**config.mk**
```make
export PLATFORM = sky130hd
export DESIGN_NAME = pkt_buf_scheduler
export DESIGN_NICKNAME = d
export VERILOG_FILES = /design/src/rtl/pkt_buf_scheduler.sv
export SDC_FILE = /design/constraint.sdc
export NUM_CORES = 1
export LEC_CHECK = 0
export BUFFER_PORTS_ARGS = -buffer_cell sky130_fd_sc_hd__buf_2
export CORE_ASPECT_RATIO = 1.75
export CORE_MARGIN = 5
export CORE_UTILIZATION = 50
export CTS_CLUSTER_DIAMETER = 100
export CTS_CLUSTER_SIZE = 40
export DETAILED_ROUTE_END_ITERATION = 7
export PLACE_DENSITY = 0.78
export REMOVE_ABC_BUFFERS = 1
export SETUP_SLACK_MARGIN = 0.5
export SLEW_MARGIN = 20
export SYNTH_ARGS = -nofsm -noshare
export SYNTH_HDL_FRONTEND = slang
export SYNTH_SLANG_ARGS = --single-unit
export TNS_END_PERCENT = 30
```
**constraint.sdc**
```tcl
create_clock -name clk -period 5.7 [get_ports clk]
set_input_delay 0.855 -clock clk [delete_from_list [all_inputs] [get_ports clk]]
set_output_delay 0.855 -clock clk [all_outputs]
set_load 0.05 [all_outputs]
```
**src/rtl/pkt_buf_scheduler.sv**
```systemverilog
// pkt_buf_scheduler
//   Hands ownership of the shared packet buffer around a fixed ring:
//   network receive fills it, the pipeline processor works on it, network
//   transmit drains it. Exactly one owner is enabled at a time. A watchdog
//   drops the packet if the processor holds the buffer too long. Packet and
//   drop statistics are kept for the hardware registers.
//
//   Ports
//     clk, reset        system clock, synchronous active-high reset
//     sw_enable         software enable; disabling takes effect at a packet boundary
//     sw_inst_load      instruction memory load; aborts sequencing, holds IDLE
//     rx_sop, rx_eop    first / last word of a packet written into the buffer
//     cpu_done          processor finished with the packet
//     tx_eop            last word of a packet sent out
//     rx_en, cpu_run,   per-owner enables (registered)
//     tx_en
//     cpu_pc_clear      one-cycle pulse on PROC entry: force PC to 0
//     buf_reset         one-cycle pulse: reset buffer head/tail pointers
//     timeout           one-cycle pulse: watchdog expired, packet dropped
//     state             0 IDLE, 1 RX, 2 PROC, 3 TX
//     pkt_count         packets fully transmitted (saturating)
//     drop_count        packets dropped by the watchdog (saturating)
module pkt_buf_scheduler #(
   parameter int TIMEOUT   = 1024,
   parameter int TO_WIDTH  = 11,
   parameter int CNT_WIDTH = 32
) (
   input  logic                 clk,
   input  logic                 reset,
   input  logic                 sw_enable,
   input  logic                 sw_inst_load,
   input  logic                 rx_sop,
   input  logic                 rx_eop,
   input  logic                 cpu_done,
   input  logic                 tx_eop,
   output logic                 rx_en,
   output logic                 cpu_run,
   output logic                 cpu_pc_clear,
   output logic                 tx_en,
   output logic                 buf_reset,
   output logic                 timeout,
   output logic [1:0]           state,
   output logic [CNT_WIDTH-1:0] pkt_count,
   output logic [CNT_WIDTH-1:0] drop_count
);

   localparam logic [1:0] S_IDLE = 2'd0;
   localparam logic [1:0] S_RX   = 2'd1;
   localparam logic [1:0] S_PROC = 2'd2;
   localparam logic [1:0] S_TX   = 2'd3;

   localparam logic [TO_WIDTH-1:0] WD_LAST = TO_WIDTH'(TIMEOUT - 1);

   logic [TO_WIDTH-1:0] watchdog;
   logic                rx_busy;
   logic                load_d;     // previous sw_inst_load, to pulse buf_reset once
   logic [1:0]          state_nxt;
   logic                rx_busy_nxt;
   logic                drop_evt;
   logic                tx_evt;

   always_comb begin
      state_nxt   = state;
      rx_busy_nxt = rx_busy;
      drop_evt    = 1'b0;
      tx_evt      = 1'b0;
      if (sw_inst_load) begin
         state_nxt   = S_IDLE;
         rx_busy_nxt = 1'b0;
      end else begin
         case (state)
            S_IDLE: if (sw_enable) state_nxt = S_RX;
            S_RX: begin
               // eop checked first so a 1-word packet (sop & eop) goes straight to PROC
               if (rx_eop) begin
                  state_nxt   = S_PROC;
                  rx_busy_nxt = 1'b0;
               end else if (rx_sop) begin
                  rx_busy_nxt = 1'b1;
               end else if (!sw_enable && !rx_busy) begin
                  state_nxt = S_IDLE;
               end
            end
            S_PROC: begin
               // done in the expiry cycle wins: the packet is not dropped
               if (cpu_done) begin
                  state_nxt = S_TX;
               end else if (watchdog == WD_LAST) begin
                  drop_evt  = 1'b1;
                  state_nxt = sw_enable ? S_RX : S_IDLE;
               end
            end
            S_TX: begin
               if (tx_eop) begin
                  tx_evt    = 1'b1;
                  state_nxt = sw_enable ? S_RX : S_IDLE;
               end
            end
            default: state_nxt = S_IDLE;
         endcase
      end
   end

   always_ff @(posedge clk) begin
      if (reset) begin
         state        <= S_IDLE;
         rx_busy      <= 1'b0;
         load_d       <= 1'b0;
         watchdog     <= '0;
         rx_en        <= 1'b0;
         cpu_run      <= 1'b0;
         cpu_pc_clear <= 1'b0;
         tx_en        <= 1'b0;
         buf_reset    <= 1'b0;
         timeout      <= 1'b0;
         pkt_count    <= '0;
         drop_count   <= '0;
      end else begin
         state        <= state_nxt;
         rx_busy      <= rx_busy_nxt;
         load_d       <= sw_inst_load;
         // outputs are decoded from the next state so they line up with it
         rx_en        <= (state_nxt == S_RX);
         cpu_run      <= (state_nxt == S_PROC);
         tx_en        <= (state_nxt == S_TX);
         cpu_pc_clear <= (state_nxt == S_PROC) && (state != S_PROC);
         timeout      <= drop_evt;
         buf_reset    <= drop_evt | (sw_inst_load & ~load_d);
         // counts only while staying in PROC, so it restarts at 0 on every entry
         if (state == S_PROC && state_nxt == S_PROC)
            watchdog <= watchdog + TO_WIDTH'(1);
         else
            watchdog <= '0;
         if (drop_evt && drop_count != {CNT_WIDTH{1'b1}})
            drop_count <= drop_count + CNT_WIDTH'(1);
         if (tx_evt && pkt_count != {CNT_WIDTH{1'b1}})
            pkt_count <= pkt_count + CNT_WIDTH'(1);
      end
   end

endmodule

```
Word-level counts from Yosys, hierarchy flattened
Cells that the tools add are included.

Add/sub/neg operators: 3. Eq/ne operators: 10. Multiplexer cells: 19. Bitwise operators: 4. Reduce and logical (&&, ||, !) cells: 12.

Operator list (number): $add 32x1->32 const B (2); $ne 32x32->1 const B (2); $mux 2 (8); $add 11x1->11 const B (1); $eq 11x10->1 const B (1); $mux 1 (10); $eq 2x2->1 const B (4); $pmux 2 s4 (1); $logic_and 1x1->1 (5); $eq 2x1->1 const B (2); $reduce_or 2->1 (2); $logic_not 1->1 (2); $logic_not 2->1 (1); $ne 2x2->1 const B (1); $not 1->1 (2); $reduce_and 2->1 (1); $reduce_bool 2->1 (1); $and 1x1->1 (1); $or 1x1->1 (1).

Bits in registers: 85. Bits of input ports: 8. Output and inout bits: 72. Logic and storage cells: 60.

Longest topological paths before layout
Gate-level depths: netlist (run 1).

Depth in word-level cells: 11. Depth in mapped cells: 8. Mapped depth without buffers: 6.

Worst setup path after synthesis (run 1)
No wires, ideal clock.

Kind: input-to-reg. Start point: in sw_inst_load. End point: reg drop_count[21]. Setup time: 0.121 ns. Arrival: 2.722 ns. Required time: 5.579 ns. Path slack: 2.857 ns. Cell stages on the path: 7. Buffers on the path: 2. Cells stage by stage: or4b_1 > nor4_1 > buf_2 > nand2_1 > clkbuf_1 > nor4_1 > mux2_2.

Cells in the longest elaborated chain, start to end: 2.

RTL lines: start, declared (line 31) `input logic sw_inst_load,`; $mux 1 (line 67) `if (sw_inst_load) begin`; $logic_and 1x1->1 (line 134) `if (drop_evt && drop_count != {CNT_WIDTH{1'b1}})`; end signal, assigned (line 135) `drop_count <= drop_count + CNT_WIDTH'(1);`; end, declared (line 44) `output logic [CNT_WIDTH-1:0] drop_count`.

No other way between the ends. A chain may end at the register's enable or synchronous reset.

Worst setup path after layout (run 1)
Start point: reg pkt_count[17]. End point: reg pkt_count[15].

Cells in the longest elaborated chain, start to end: 2.

RTL lines: start, declared (line 43) `output logic [CNT_WIDTH-1:0] pkt_count,`; start signal, assigned (line 137) `pkt_count <= pkt_count + CNT_WIDTH'(1);`; $ne 32x32->1 (line 136) `if (tx_evt && pkt_count != {CNT_WIDTH{1'b1}})`; $logic_and 1x1->1 (line 136).

No other way between the ends.

==> flow_metrics.py, run 1 <==
metrics = {
    "status": {
        "status": "finished, final reports clean",
    },
    "critical_path": {
        "worstReg2RegStart": "pkt_count[17]",
        "timing.critical_path.slowest_stage_cell": "nor4_1",
        "cp.arrival_ps": 3350,
        "required_ps": 5930,
        "worstSetupPathType": "reg -> reg",
        "crit_buf_inv": 0,
        "critPathTopFamily": "simple AND/OR/NAND/NOR gates",
        "critPathMaxFanout": 33,
        "cp-start-kind": "flip-flop",
        "path_cells": "nand4_1, nor4_1, a21o_1, nor4_1, mux2_2",
        "path_common_cell": "nor4_1",
        "cp_slowest_stage_delay_ps": 900,
        "cp-end-kind": "flip-flop",
        "startpoint": "pkt_count[17]",
    },
    "clock_tree": {
        "h-tree-depth": 3,
        "postCtsSetupBuffers": 0,
        "cts_tree": "yes",
        "clock-root-buffer": "clkbuf_16",
        "cts-resized-gates": 0,
        "path_clk_slew_ps": 60,
        "clkSinkCount": 85,
        "clk_latency_ps": 340,
        "cts-buffers-inserted": 9,
        "ctsHoldBuffers": 0,
        "cts_buffer_depth": 2,
    },
    "layout": {
        "final_common_cell": "dfxtp_1",
        "fin_area_sq_um": 4900,
        "nets": 589,
        "area_growth_pct": 18.5,
        "final_cell_mix": "85 x dfxtp_1, 79 x buf_2, 52 x nor2_1, 44 x a21oi_1, 37 x nand2_1",
        "insertedDiodeCount": 0,
        "final_cells": 674,
        "drive_gt1_frac": 0.191,
        "fin_util": 0.597,
    },
    "synth": {
        "synth_area_per_cell_sq_um": 8.14,
        "ys_seq_area_frac": 0.412,
        "ys_seq_elements": 85,
        "async_reset_ff_frac": 0,
        "syn_inst": 508,
        "syn-cell-area_sq_um": 4130,
        "synthTopCellsByArea": "dfxtp_1 41%, a21oi_1 5.3%, nor2_1 4.7%",
        "synth_largest_area_cell": "dfxtp_1",
        "synth_top_family_by_area": "simple AND/OR/NAND/NOR gates",
        "yosys.area_share.simple": 0.329,
        "ys.flop_type": "dfxtp_1",
        "synth_edf_count": 0,
        "synth_top_area_frac": 0.412,
        "synth_xor_area_frac": 0.0297,
        "synthAdderAreaFrac": 0.00908,
        "synth.distinct_cells": 43,
        "synth-compound-area-share": 0.154,
        "synth_mux_area_frac": 0.0297,
        "yosys_warnings": 0,
    },
    "global_routing": {
        "grt_pass1_wl_mm": 16.9,
        "grt_pass1_vias": 3881,
        "track_usage": 0.204,
        "grt_overflow": 0,
        "grt_max_degree": 34,
        "antenna_found_initial": 0,
    },
    "floorplanning": {
        "num_io_pins": 80,
        "core_sq_um": 8200,
        "num_rows": 44,
        "die_h_microns": 130,
        "fp.dieW_microns": 78.7,
        "dieArea_sq_um": 10300,
        "initial_core_util": 0.504,
    },
    "pwr": {
        "vdd_ir_drop_max_v": 0.000191,
        "power.density_nw_per_um2": 254,
        "power.leakage_nw": 1.74,
        "p_total_mw": 1.24,
    },
    "placed_design": {
        "placedInstanceArea_sq_um": 4580,
        "dp.cells": 659,
        "placement.io_buffers": 79,
        "dp.final_hpwl_mm": 7.74,
        "gp_congestion": 0.855,
        "place_ws_ps": 2590,
    },
    "sta": {
        "finalHoldViolCount": 0,
        "post-route-period-util": 0.547,
        "rsz0062_at_grt": "no",
        "hold_ws_ps": 461,
        "drv_slew": 0,
        "worst_slew_pin_slew_ps": 1020,
        "period_minus_slack_ps": 3120,
        "fin_ws_ps": 2580,
        "fin_tns_setup_ps": 0,
        "final.setup_skew_ps": 6.00,
        "setup_viol_count_final": 0,
        "slew_headroom": 0.311,
        "fmax_mhz": 320,
    },
    "drt": {
        "via_count": 4167,
        "drc_errors": 0,
        "dr.pass1.iters": 5,
        "drtIter0Drc": 268,
        "routedWlPerCell_microns": 15.5,
        "antenna_left": 0,
        "wirelength_mm": 10.5,
        "drt-vias-per-instance": 6.18,
    },
    "worst_hold_path": {
        "hp-start": "load_d",
        "hold_path_class": "reg -> reg",
    },
    "run": {
        "max-cap-violations": 0,
    },
}
[layer usage]
layer  part of all wire  GRT usage  vias up
li1                   -          -     2043
met1               0.40      0.220     2006
met2               0.53      0.369       95
met3              0.044     0.0428       23
met4              0.027      0.112        0
met5                  0          0        -
[kinds of logic after synthesis]
family | Yosys count
and+or+nand+nor | 250
adders and majority gates | 3
buffers and inverters | 39
DFF | 85
muxes | 11
AOI/OAI and AO/OA | 106
xor gates and xnor gates | 14
[worst reg2reg max path: stages, from the launching register on]
cell	delay [ps]
dfxtp_1	420
nand4_1	480
nor4_1	910
a21o_1	770
nor4_1	140
mux2_2	300
[power breakdown]
group	internal, mW	leakage (nW)	switching (mW)
Clock	0.392	0.152	0.224
Combinational	0.00742	0.906	0.0216
Sequential	0.596	0.685	0.00142
Total	0.996	1.74	0.247
[flip-flops by register name, summed over array words and instances, names as in the netlist]
signal / count
drop_count: 32
pkt_count: 32
watchdog: 11
state: 2
buf_reset: 1
cpu_pc_clear: 1
cpu_run: 1
load_d: 1
rx_busy: 1
rx_en: 1
timeout: 1
tx_en: 1
[area by class of cell]
| cell class | instances | area, sq um |
|---|---|---|
| inverters | 16 | 60.1 |
| flip-flops and latches | 85 | 1700 |
| repair buffers | 82 | 418 |
| clock buffers | 11 | 243 |
| well taps | 92 | 115 |
| clock inverters | 4 | 72.6 |
| fillers | 739 | 3310 |
| multi-input cells | 384 | 2290 |
[synth_stat cells, drive strengths merged (4+ instances only)]
| master | instances |
|---|---|
| nor3 | 10 |
| a211oi | 6 |
| o21ai | 22 |
| buf | 5 |
| or4 | 26 |
| nor4 | 16 |
| or3 | 25 |
| xor2 | 7 |
| and4 | 4 |
| a21oi | 44 |
| nor2 | 52 |
| o31ai | 22 |
| clkbuf | 18 |
| dfxtp | 85 |
| mux2 | 10 |
| inv | 16 |
| xnor2 | 7 |
| nor2b | 9 |
| nand4 | 29 |
| nand3 | 24 |
| nand2 | 37 |
| and3 | 5 |
[final timing paths]
kind | end | slack (ps) | cells past startpoint
hold / removal | buf_reset | 460 | 2
hold reg to reg | buf_reset | 460 | 2
setup reg to reg | pkt_count[15] | 2580 | 5
setup / recovery | pkt_count[15] | 2580 | 5
(Power assumes the default switching activity.)
==> inputs of run 2 (changes only) <==
--- a/config.mk
+++ b/config.mk
@@ -12,7 +12,7 @@
 export CTS_CLUSTER_DIAMETER = 100
 export CTS_CLUSTER_SIZE = 40
 export DETAILED_ROUTE_END_ITERATION = 7
-export PLACE_DENSITY = 0.78
+export PLACE_DENSITY = 0.81
 export REMOVE_ABC_BUFFERS = 1
 export SETUP_SLACK_MARGIN = 0.5
 export SLEW_MARGIN = 20
==> constraint.sdc (replaced) <==
create_clock -name clk -period 2.8 [get_ports clk]
set_input_delay 0.42 -clock clk [delete_from_list [all_inputs] [get_ports clk]]
set_output_delay 0.42 -clock clk [all_outputs]
set_load 0.05 [all_outputs]
==> run 2 against run 1 <==
Compared with the run above:
- fmax up 35%
- flip-flop and latch count unchanged
- cell area up 5.9%
- clock power up 80%
- die area unchanged
- global-route usage up 1.6 points
- sequential share of layout area down 1.7 points
- largest power group is now registers
- critical path depth unchanged
- first-iteration DRC count up 24%
- power up 92%
- register-to-register slack worse by 2100 ps
- sequential power up 100%
==> flow_metrics.py, run 2 (synthesized netlist as in run 1, its figures left out) <==
metrics = {
    "status": {
        "status": "finished, final reports clean",
    },
    "placed_design": {
        "dp.final_hpwl_mm": 7.86,
        "placement.io_buffers": 79,
        "gp_congestion": 0.828,
    },
    "sta": {
        "post-route-period-util": 0.823,
        "rsz0062_at_grt": "yes",
        "final.setup_skew_ps": 6.13,
        "fin_tns_setup_ps": 0,
        "setup_viol_count_final": 0,
        "period_minus_slack_ps": 2310,
        "drv_slew": 0,
        "finalHoldViolCount": 0,
        "worst_slew_pin_slew_ps": 555,
        "fmax_mhz": 434,
        "slew_headroom": 0.628,
    },
    "critical_path": {
        "rrSetupSlack_ps": 490,
        "critPathMaxFanout": 9,
        "cp-end-kind": "flip-flop",
        "cp.arrival_ps": 2570,
        "required_ps": 3060,
        "cp-start-kind": "flip-flop",
        "worstSetupPathType": "reg -> reg",
        "reg2regPathDepth": 5,
        "worstReg2RegStart": "state[0]",
        "startpoint": "state[0]",
        "crit_path_end": "drop_count[7]",
        "r2r_end": "drop_count[7]",
    },
    "global_routing": {
        "grt_overflow": 0,
        "grt_pass1_wl_mm": 18.1,
        "grt_max_degree": 25,
        "grt_use_met3": 0.0387,
        "antenna_found_initial": 0,
        "grt_use_met1": 0.235,
        "gr-max-usage-layer": "met2",
        "use_met2": 0.404,
        "track_usage": 0.220,
        "grt_pass1_vias": 4027,
    },
    "floorplanning": {
        "num_io_pins": 80,
        "die_h_microns": 130,
        "core_sq_um": 8200,
        "dieArea_sq_um": 10300,
        "initial_core_util": 0.504,
        "fp.dieW_microns": 78.7,
        "num_rows": 44,
    },
    "layout": {
        "drive_gt1_frac": 0.259,
        "insertedDiodeCount": 0,
        "fin_util": 0.632,
        "nFillCells": 699,
        "top_regs": "drop_count: 32 flops, pkt_count: 32 flops, watchdog: 11 flops",
        "nets": 615,
        "final_cell_mix": "79 x buf_2, 78 x dfxtp_1, 52 x nor2_1, 43 x a21oi_1, 35 x nand2_1",
        "area_growth_pct": 25.4,
        "final_common_cell": "buf_2",
    },
    "drt": {
        "drt-vias-per-instance": 6.18,
        "antenna_left": 0,
        "wirelength_mm": 11.3,
        "routedWlPerCell_microns": 16.1,
        "drtIter0Drc": 332,
        "drc_errors": 0,
        "dr.pass1.iters": 5,
        "via_count": 4333,
    },
    "clock_tree": {
        "path_clk_slew_ps": 60,
        "clock-root-buffer": "clkbuf_16",
        "cts-buffers-inserted": 9,
        "clk_latency_ps": 340,
        "h-tree-depth": 3,
        "clkSinkCount": 85,
        "ctsHoldBuffers": 0,
        "cts_buffer_depth": 2,
        "cts_tree": "yes",
    },
    "worst_hold_path": {
        "hold_path_class": "in -> reg",
    },
    "pwr": {
        "vdd_ir_drop_max_v": 0.000322,
        "power.density_nw_per_um2": 460,
        "power.leakage_nw": 1.93,
    },
    "run": {
        "max-cap-violations": 0,
    },
}
run 2: critical path, stage by stage (launching register included):
cell and delay [ps]:
dfxtp_2 360, or4b_4 550, or4_4 480, or3_1 370, or3_1 310, a21oi_1 150
run 2: what timing repair did:
item                       CTS  global route
setup endpoints to repair   38            49
pin swaps                   11             3
resized for setup           17            15
cloned                       1             0
buffers inserted             7             7
run 2: where the power goes:
group / switching, mW / leakage (nW) / total [mW] / internal (mW)
combinational: 0.0444 / 1.10 / 0.0606 / 0.0161
clock: 0.465 / 0.138 / 1.11 / 0.645
sequential: 0.00302 / 0.689 / 1.22 / 1.21
run 2: worst min path at each step:
stage                             from         to  cells after the start  slack (ps)
after floorplan                 load_d  buf_reset                      2         430
after global placement          load_d  buf_reset                      2         440
after detailed placement        load_d  buf_reset                      2         440
after CTS                 sw_inst_load   state[1]                      2         340
after global routing      sw_inst_load   state[1]                      2         380
final                     sw_inst_load   state[1]                      2         360
run 2: through the flow:
stage               total power, mW  setup WS (ps)  hold slack (ps)  cell area (sq um)  cells
finish                         2.39            495              356               5180    701
global route                   2.47            429              377               5180    701
CTS                            2.41            483              340               5050    694
detailed placement             1.30            108              443               4660    670
global placement               1.30            179              435               4660    670
floorplan                      1.27           -462              429               4040    485
run 2: per-layer routing:
| metal | wire length [microns] | up-vias |
|---|---|---|
| met2 | 6060 | 161 |
| met5 | 0 | - |
| met1 | 4210 | 2039 |
| li1 | - | 2098 |
| met3 | 598 | 35 |
| met4 | 395 | 0 |
run 2: layout make-up:
class,instances,area (sq um),area share
inverters,16,60.1,0.0116
flip-flops and latches,85,1710,0.331
multi-input cells,385,2390,0.460
well taps,92,115,0.0222
clock inverters,4,22.5,0.00435
repair buffers,107,629,0.121
clock buffers,12,256,0.0495
==> inputs of run 3 (changes only) <==
==> constraint.sdc (replaced) <==
create_clock -name clk -period 2.1 [get_ports clk]
set_input_delay 0.315 -clock clk [delete_from_list [all_inputs] [get_ports clk]]
set_output_delay 0.315 -clock clk [all_outputs]
set_load 0.05 [all_outputs]
==> run 3 against run 2 <==
Compared with the run above:
- critical path depth unchanged
- cell area up 26%
- flip-flop and latch count unchanged
- the run now ends with negative setup slack left
- die area unchanged
- global-route usage up 7.1 points
- sequential share of layout area down 6.7 points
- clock skew down 1.0 ps
==> flow_metrics.py, run 3 (synthesized netlist as in run 1, its figures left out) <==
metrics = {
    "sta": {
        "fin_ws_ps": -189,
        "finalHoldViolCount": 0,
        "worst_slew_pin_slew_ps": 471,
        "fmax_mhz": 437,
        "post-route-period-util": 1.09,
        "final.setup_skew_ps": 5.11,
        "setup_viol_count_final": 20,
        "period_minus_slack_ps": 2290,
        "rsz0062_at_grt": "yes",
        "slew_headroom": 0.684,
        "drv_slew": 0,
    },
    "drt": {
        "drt-vias-per-instance": 6.51,
        "wirelength_mm": 16.4,
        "drtIter0Drc": 585,
        "dr.pass1.iters": 5,
        "routedWlPerCell_microns": 20.8,
        "antenna_left": 0,
        "via_count": 5132,
        "drc_errors": 0,
    },
    "clock_tree": {
        "ctsHoldBuffers": 0,
        "clkSinkCount": 85,
        "clk_latency_ps": 340,
        "cts-buffers-inserted": 9,
        "clock-root-buffer": "clkbuf_16",
        "cts_tree": "yes",
        "cts_buffer_depth": 2,
        "path_clk_slew_ps": 60,
        "h-tree-depth": 3,
    },
    "layout": {
        "nets": 704,
        "area_growth_pct": 57.9,
        "fin_util": 0.796,
        "top_regs": "drop_count: 32 flops, pkt_count: 32 flops, watchdog: 11 flops",
        "nFillCells": 456,
        "drive_gt1_frac": 0.474,
        "regArea_sq_um": 1720,
        "multiInputGateArea_sq_um": 2960,
        "final_cell_mix": "85 x buf_4, 79 x buf_2, 72 x dfxtp_1, 39 x nor2_1",
        "final_common_cell": "buf_4",
        "fin_area_sq_um": 6530,
        "insertedDiodeCount": 0,
    },
    "floorplanning": {
        "num_io_pins": 80,
        "fp.dieW_microns": 78.7,
        "dieArea_sq_um": 10300,
        "num_rows": 44,
        "die_h_microns": 130,
        "core_sq_um": 8200,
        "initial_core_util": 0.504,
    },
    "pwr": {
        "p_int_mw": 2.59,
        "p_sw_mw": 0.706,
        "power.leakage_nw": 2.54,
        "p_total_mw": 3.29,
        "combPwrFrac": 0.031,
        "clockPowerShare": 0.477,
        "vdd_ir_drop_max_v": 0.000414,
        "power.density_nw_per_um2": 504,
        "seq_power_share": 0.492,
        "switching_share": 0.214,
    },
    "critical_path": {
        "required_ps": 2380,
        "cp-end-kind": "flip-flop",
        "cp.arrival_ps": 2570,
        "critPathMaxFanout": 5,
        "rrSetupSlack_ps": -190,
        "critPathTopFamily": "simple AND/OR/NAND/NOR gates",
        "path_cells": "or4b_4, or4_4, or3_4, or3_4, a21oi_2",
        "worstReg2RegStart": "state[0]",
        "startpoint": "state[0]",
        "path_common_cell": "or3_4",
        "cp-start-kind": "flip-flop",
        "cp.depth": 5,
        "worstSetupPathType": "reg -> reg",
        "timing.critical_path.slowest_stage_cell": "or4_4",
        "crit_buf_inv": 0,
        "r2r_end": "drop_count[7]",
        "crit_path_end": "drop_count[7]",
        "reg2regPathDepth": 5,
        "cp_slowest_stage_delay_ps": 560,
    },
    "global_routing": {
        "grt_pass1_wl_mm": 23.5,
        "antenna_found_initial": 0,
        "track_usage": 0.291,
        "grt_pass1_vias": 4968,
        "grt_max_degree": 33,
        "grt_overflow": 0,
    },
    "placed_design": {
        "gp_congestion": 0.883,
        "dp.final_hpwl_mm": 9.00,
        "placedInstanceArea_sq_um": 5190,
        "placement.io_buffers": 79,
    },
    "run": {
        "max-cap-violations": 0,
    },
    "worst_hold_path": {
        "hold_path_class": "in -> reg",
    },
    "status": {
        "status": "finished with violations",
        "violations": "negative setup slack",
    },
}
-- run 3: per-stage QoR --
step,std cells,setup WS [ps],setup TNS [ps],hold slack [ps]
final,788,-189,-1350,320
after global routing,788,-224,-3280,348
after CTS,773,-127,-887,306
after detailed placement,739,-398,-10130,446
after global placement,739,-371,-8600,438
after floorplan,485,-1160,-43820,384
-- run 3: worst min-delay path by stage --
stage                       from             end  depth (start not counted)
floorplan                  reset  drop_count[10]                          1
global placement          load_d       buf_reset                          2
detailed placement        load_d       buf_reset                          2
CTS                 sw_inst_load         rx_busy                          3
global route        sw_inst_load         rx_busy                          3
finish              sw_inst_load         rx_busy                          3
-- run 3: power groups by stage --
stage / combinational, mW / clock (mW) / sequential, mW
after floorplan: 0.0207 / 0 / 1.67
after global placement: 0.0875 / 0 / 1.65
after detailed placement: 0.0894 / 0 / 1.65
after CTS: 0.0955 / 1.56 / 1.62
after global routing: 0.109 / 1.64 / 1.62
final: 0.102 / 1.57 / 1.62
-- run 3: what timing repair did --
item                                    CTS  global route
endpoints found under the setup margin   82            82
pin swaps                                89            64
gates cloned                              4             1
setup buffers                            16            14
gates resized for setup                 119            61
-- run 3: area by class of cell --
type | count | area share
clock inverter | 2 | 0.00537
inverter | 16 | 0.00920
tap | 92 | 0.0176
multi-input combinational | 388 | 0.454
sequential | 85 | 0.263
timing repair buffer | 193 | 0.213
clock buffer | 12 | 0.0378
-- run 3: tightest hold or removal path, delay by kind of cell --
kind / cells / cell delay, ps
buf+inv: 2 / 230
simple gates: 1 / 60
-- run 3: per-layer routing --
metal  global-route usage  routed length (microns)
met1                0.292                     5690
met2                0.542                     8820
met3               0.0546                      980
met4                0.184                      926
met5                    0                        0
